==> config.mk <==
export PLATFORM = sky130hd
export DESIGN_NAME = audio_flt_cfg_ctrl
export DESIGN_NICKNAME = d
export VERILOG_FILES = /design/src/rtl/audio_flt_cfg_ctrl.sv
export SDC_FILE = /design/constraint.sdc
export NUM_CORES = 1
export LEC_CHECK = 0
export BUFFER_PORTS_ARGS = -buffer_cell sky130_fd_sc_hd__buf_2
export CAP_MARGIN = 0
export CORE_UTILIZATION = 51
export DETAILED_ROUTE_END_ITERATION = 12
export GPL_TIMING_DRIVEN = 0
export PLACE_DENSITY_LB_ADDON = 0.3
export SYNTH_ARGS = -nofsm -noshare
export SYNTH_HDL_FRONTEND = slang
export SYNTH_SLANG_ARGS = --single-unit
==> constraint.sdc <==
create_clock -name clk -period 2.5 [get_ports clk]
set_input_delay 0.75 -clock clk [delete_from_list [all_inputs] [get_ports clk]]
set_output_delay 0.75 -clock clk [all_outputs]
set_load 0.1 [all_outputs]
==> src/rtl/audio_flt_cfg_ctrl.sv <==
// IIR coefficient sequencer: byte-wise shadow writes, atomic commit wrapped in mute/clear/settle.
// Latency: busy/mute one cycle after commit; swap one cycle after the MUTE_SAMPLES-th sample_ce.
// Backpressure: none; one commit arriving mid-sequence is held pending, later ones are absorbed.
module audio_flt_cfg_ctrl #(
    parameter logic [31:0] DEF_FLT_RATE   = 32'd7056000,
    parameter logic [39:0] DEF_CX         = 40'd4258969,
    parameter logic [7:0]  DEF_CX0        = 8'd3,
    parameter logic [7:0]  DEF_CX1        = 8'd3,
    parameter logic [7:0]  DEF_CX2        = 8'd1,
    parameter logic [23:0] DEF_CY0        = -24'd6216759,
    parameter logic [23:0] DEF_CY1        = 24'd6143386,
    parameter logic [23:0] DEF_CY2        = -24'd2023767,
    parameter int          MUTE_SAMPLES   = 4,
    parameter int          SETTLE_SAMPLES = 16
) (
    input  logic        clk,
    input  logic        reset,
    input  logic        sample_ce,
    input  logic        wr_en,
    input  logic [4:0]  wr_addr,
    input  logic [7:0]  wr_data,
    input  logic        commit,
    output logic        busy,
    output logic [31:0] flt_rate,
    output logic [39:0] cx,
    output logic [7:0]  cx0,
    output logic [7:0]  cx1,
    output logic [7:0]  cx2,
    output logic [23:0] cy0,
    output logic [23:0] cy1,
    output logic [23:0] cy2,
    output logic        flt_clr,
    output logic        audio_mute
);

    localparam int MAX_SAMPLES = (MUTE_SAMPLES > SETTLE_SAMPLES) ? MUTE_SAMPLES : SETTLE_SAMPLES;
    localparam int CW          = $clog2(MAX_SAMPLES + 1);
    localparam logic [CW-1:0] MUTE_LAST   = CW'(MUTE_SAMPLES);
    localparam logic [CW-1:0] SETTLE_LAST = CW'(SETTLE_SAMPLES);

    // Byte image of the whole coefficient set, byte 0 in the LSBs.
    localparam logic [167:0] DEF_SET = {DEF_CY2, DEF_CY1, DEF_CY0, DEF_CX2, DEF_CX1,
                                        DEF_CX0, DEF_CX, DEF_FLT_RATE};

    typedef enum logic [1:0] {IDLE, FADE, APPLY, SETTLE} state_t;

    state_t          state, state_nxt;
    logic [CW-1:0]   cnt, cnt_nxt, cnt_inc;
    logic            pending, pending_nxt;
    logic [167:0]    shadow, live;

    assign cnt_inc = cnt + CW'(1);

    always_comb begin
        state_nxt   = state;
        cnt_nxt     = cnt;
        pending_nxt = pending;
        if (commit && state != IDLE)
            pending_nxt = 1'b1;
        case (state)
            IDLE: begin
                cnt_nxt = '0;
                if (commit || pending) begin
                    state_nxt   = FADE;
                    pending_nxt = 1'b0;
                end
            end
            FADE: begin
                if (sample_ce) begin
                    cnt_nxt = cnt_inc;
                    if (cnt_inc == MUTE_LAST)
                        state_nxt = APPLY;
                end
            end
            APPLY: begin
                cnt_nxt   = '0;
                state_nxt = SETTLE;
            end
            SETTLE: begin
                if (sample_ce) begin
                    cnt_nxt = cnt_inc;
                    if (cnt_inc == SETTLE_LAST)
                        state_nxt = IDLE;
                end
            end
            default: state_nxt = IDLE;
        endcase
    end

    // Status outputs are flopped from the next state so they line up with the state register.
    always_ff @(posedge clk) begin
        if (reset) begin
            state      <= IDLE;
            cnt        <= '0;
            pending    <= 1'b0;
            busy       <= 1'b0;
            audio_mute <= 1'b0;
            flt_clr    <= 1'b0;
            shadow     <= DEF_SET;
            live       <= DEF_SET;
        end else begin
            state      <= state_nxt;
            cnt        <= cnt_nxt;
            pending    <= pending_nxt;
            busy       <= (state_nxt != IDLE);
            audio_mute <= (state_nxt != IDLE);
            flt_clr    <= (state_nxt == APPLY);
            if (wr_en && wr_addr < 5'd21)
                shadow[{wr_addr, 3'b000} +: 8] <= wr_data;
            // Old shadow is sampled here, so a write in the APPLY cycle misses this swap.
            if (state == APPLY)
                live <= shadow;
        end
    end

    assign flt_rate = live[31:0];
    assign cx       = live[71:32];
    assign cx0      = live[79:72];
    assign cx1      = live[87:80];
    assign cx2      = live[95:88];
    assign cy0      = live[119:96];
    assign cy1      = live[143:120];
    assign cy2      = live[167:144];

endmodule

==> out/metrics.yaml <==
run_status:
  outcome: "finished, final reports clean"
setup_path:
  slowest_delay_ps: 290
  cp_cell_sequence: "buf_2 > buf_6 > inv_1 > ha_2 > buf_2 > nor4b_4 > a31oi_4 > a21o_2 > buf_6 > nor2_1 > a211o_1"
  worst_setup_path_end_kind: "flip-flop"
  cp_slowest_cell: "a31oi_4"
  r2r.worst_path.cells: 7
  r2r_setup_slack_ps: 210
  crit_arrival_ps: 2790
  crit_type: "in2reg"
  critPathRequiredTime_ps: 2900
  crit_fanout: 10
  critPathLaunchType: "input pin"
floorplan:
  io_pins: 189
  start_util: 0.523
  rows: 58
  dieWidth_um: 163
  die_y_um: 163
  coreArea_um2: 25300
  die-area_um2: 26600
synthesis:
  syn_inst: 1492
  synth_top_area_cell: "dfxtp_1"
  yosys_warnings: 0
  yosysMostFrequentCell: "nand2_1"
  synth_common_cells: "nand2_1 (371), dfxtp_1 (346), nor2_1 (157)"
  syn_nets: 1516
  async_flop_share: 0
  synth_flop_cell: "dfxtp_1"
  yosys-top-cells-area: "dfxtp_1 (52%), nand2_1 (11%), mux2i_1 (8.2%), a21oi_1 (4.6%), nor2_1 (4.4%)"
  syn_area_per_cell_um2: 8.89
  yosysSeqAreaShare: 0.522
  yosys.area.top_type_share: 0.522
  synth_edf_count: 0
  synth_area_um2: 13300
  synth_seq_cells: 346
  ys_types: 65
sta:
  slew_violations: 0
  finalHoldViolCount: 0
  final.min_clock_period_ps: 2390
  skew_ps: 16.3
  period_share: 0.955
  setup_viol: 0
  worst_slew_pin_slew_ps: 1100
  max_freq_mhz: 419
  rsz0062_at_grt: "false"
  relSlewSlack: 0.268
  holdWs_ps: 450
  fin_ws_ps: 112
route:
  wire_per_inst_um: 17.9
  ant_nets: 0
  wl_um: 37100
  drt-initial-drc-count: 914
  firstDrtPassIters: 6
  viasPerCell: 5.34
  vias: 11100
  drc: 0
clock_tree:
  ctsHoldBuffers: 0
  clockBufferDepth: 3
  cts_htree_levels: 2
  clk_latency_ps: 530
  cts.root.buffer_cell: "clkbuf_16"
  clkSlewWorstSetupHoldPaths_ps: 60
  cts_tree: "done"
  clock-sinks: 346
  numCtsBuffers: 36
pwr:
  power_density_nw_per_um2: 738
  p_leak_nw: 6.74
  irDropWorstVdd_mv: 0.516
place:
  dp_worst_setup_slack_ps: -572
  io_buffers: 183
  dp_hpwl_um: 26700
  gp_routability_congestion: 0.902
finish:
  nNetsFinal: 1741
  fin_util: 0.629
  layout-drive-gt1-share: 0.179
  area_growth_syn_to_layout_pct: 20.1
grt:
  grt_overflow: 0
  grt_pass1_wl_um: 56300
  grt_max_degree: 15
  grtUsageTotal: 0.276
  grt_pass1_vias: 10400
  antenna_found_initial: 1
worst_hold_path:
  hold_depth: 2
  hold_class: "reg2reg"
job:
  cap_violations: 0
[worst paths after layout]
path,startpoint,end
worst max-delay path,wr_addr[0],shadow[47]$_SDFFE_PP1P_
worst min-delay path,shadow[118]$_SDFFE_PP0P_,live[118]$_SDFFE_PP0N_
worst max register to register,state[0]$_SDFF_PP0_,live[97]$_SDFFE_PP0N_
worst min register to register,shadow[118]$_SDFFE_PP0P_,live[118]$_SDFFE_PP0N_
[flip-flops by register name (all words and copies together) (netlist names)]
| register | cells |
|---|---|
| cnt | 5 |
| live | 168 |
| pending | 1 |
| shadow | 168 |
| audio_mute | 1 |
| state | 2 |
| flt_clr | 1 |
[kinds of logic after synthesis]
family          synth area share
simple gates               0.250
fa+ha+maj                0.00566
buf+inv                   0.0401
mux                       0.0833
xor+xnor                 0.00396
flops                      0.522
compound gates            0.0947
[worst max-delay path: cells and delay by family]
family	cells	cell delay [ps]
fa+ha+maj	1	240
compound gates	3	810
simple gates	2	140
buf+inv	5	850
[what timing repair did]
| item | 4_1_cts | 5_1_grt |
|---|---|---|
| pin swaps | 0 | 1 |
| resized for setup | 4 | 7 |
| setup endpoints to repair | 7 | 107 |
| setup buffers | 0 | 4 |
[per-layer routing]
metal	vias up	GRT usage	wire, um
met4	0	0.124	1330
met2	330	0.451	17400
met1	5265	0.353	16100
li1	5408	-	-
met3	90	0.0500	2240
met5	-	0	0
[where the power goes]
part / total, mW / internal (mW) / switching (mW)
Combinational: 0.501 / 0.143 / 0.358
Sequential: 5.55 / 5.53 / 0.0136
Clock: 5.70 / 3.50 / 2.21
Total: 11.8 / 9.17 / 2.58
[metrics by stage]
step / std cells / total power, mW / area [um2] / TNS (ps)
4_1_cts: 2070 / 11.8 / 15900 / 0
5_1_grt: 2075 / 12.1 / 15900 / 0
2_1_floorplan: 1492 / 5.98 / 13300 / 0
3_5_place_dp: 2005 / 6.16 / 14600 / -61530
6_report: 2076 / 11.8 / 15900 / 0
3_3_place_gp: 2005 / 6.15 / 14600 / -62460
[layout make-up]
cell class / instances / area (um2)
buffer: 113 / 526
multi-input combinational: 1029 / 5810
tap: 330 / 413
clock inverter: 19 / 265
antenna: 2 / 5.00
fill: 2182 / 9410
sequential: 346 / 6930
inverter: 4 / 15.0
timing repair buffer: 187 / 946
clock buffer: 46 / 1010
[cells in the final DEF (no fill, tap or decap), drive strengths merged, types with 3 or more instances in the layout]
master / netlist / final
nand2: 374 / 374
dfxtp: 346 / 346
buf: 29 / 216
nor2: 159 / 159
clkbuf: 84 / 130
a21oi: 127 / 127
mux2i: 110 / 110
nand3b: 68 / 68
a211o: 44 / 44
and2: 23 / 23
nand2b: 16 / 16
nor2b: 14 / 14
nor3: 13 / 13
nand3: 13 / 13
clkinv: 0 / 9
o21ai: 8 / 8
nand4: 7 / 7
bufinv: 0 / 6
ha: 6 / 6
inv: 4 / 6
and3: 5 / 5
or2: 4 / 4
xor2: 3 / 3
xnor2: 3 / 3
nor4b: 3 / 3
a31oi: 3 / 3
nor3b: 3 / 3
No activity file was read; power rests on OpenSTA's default activity.
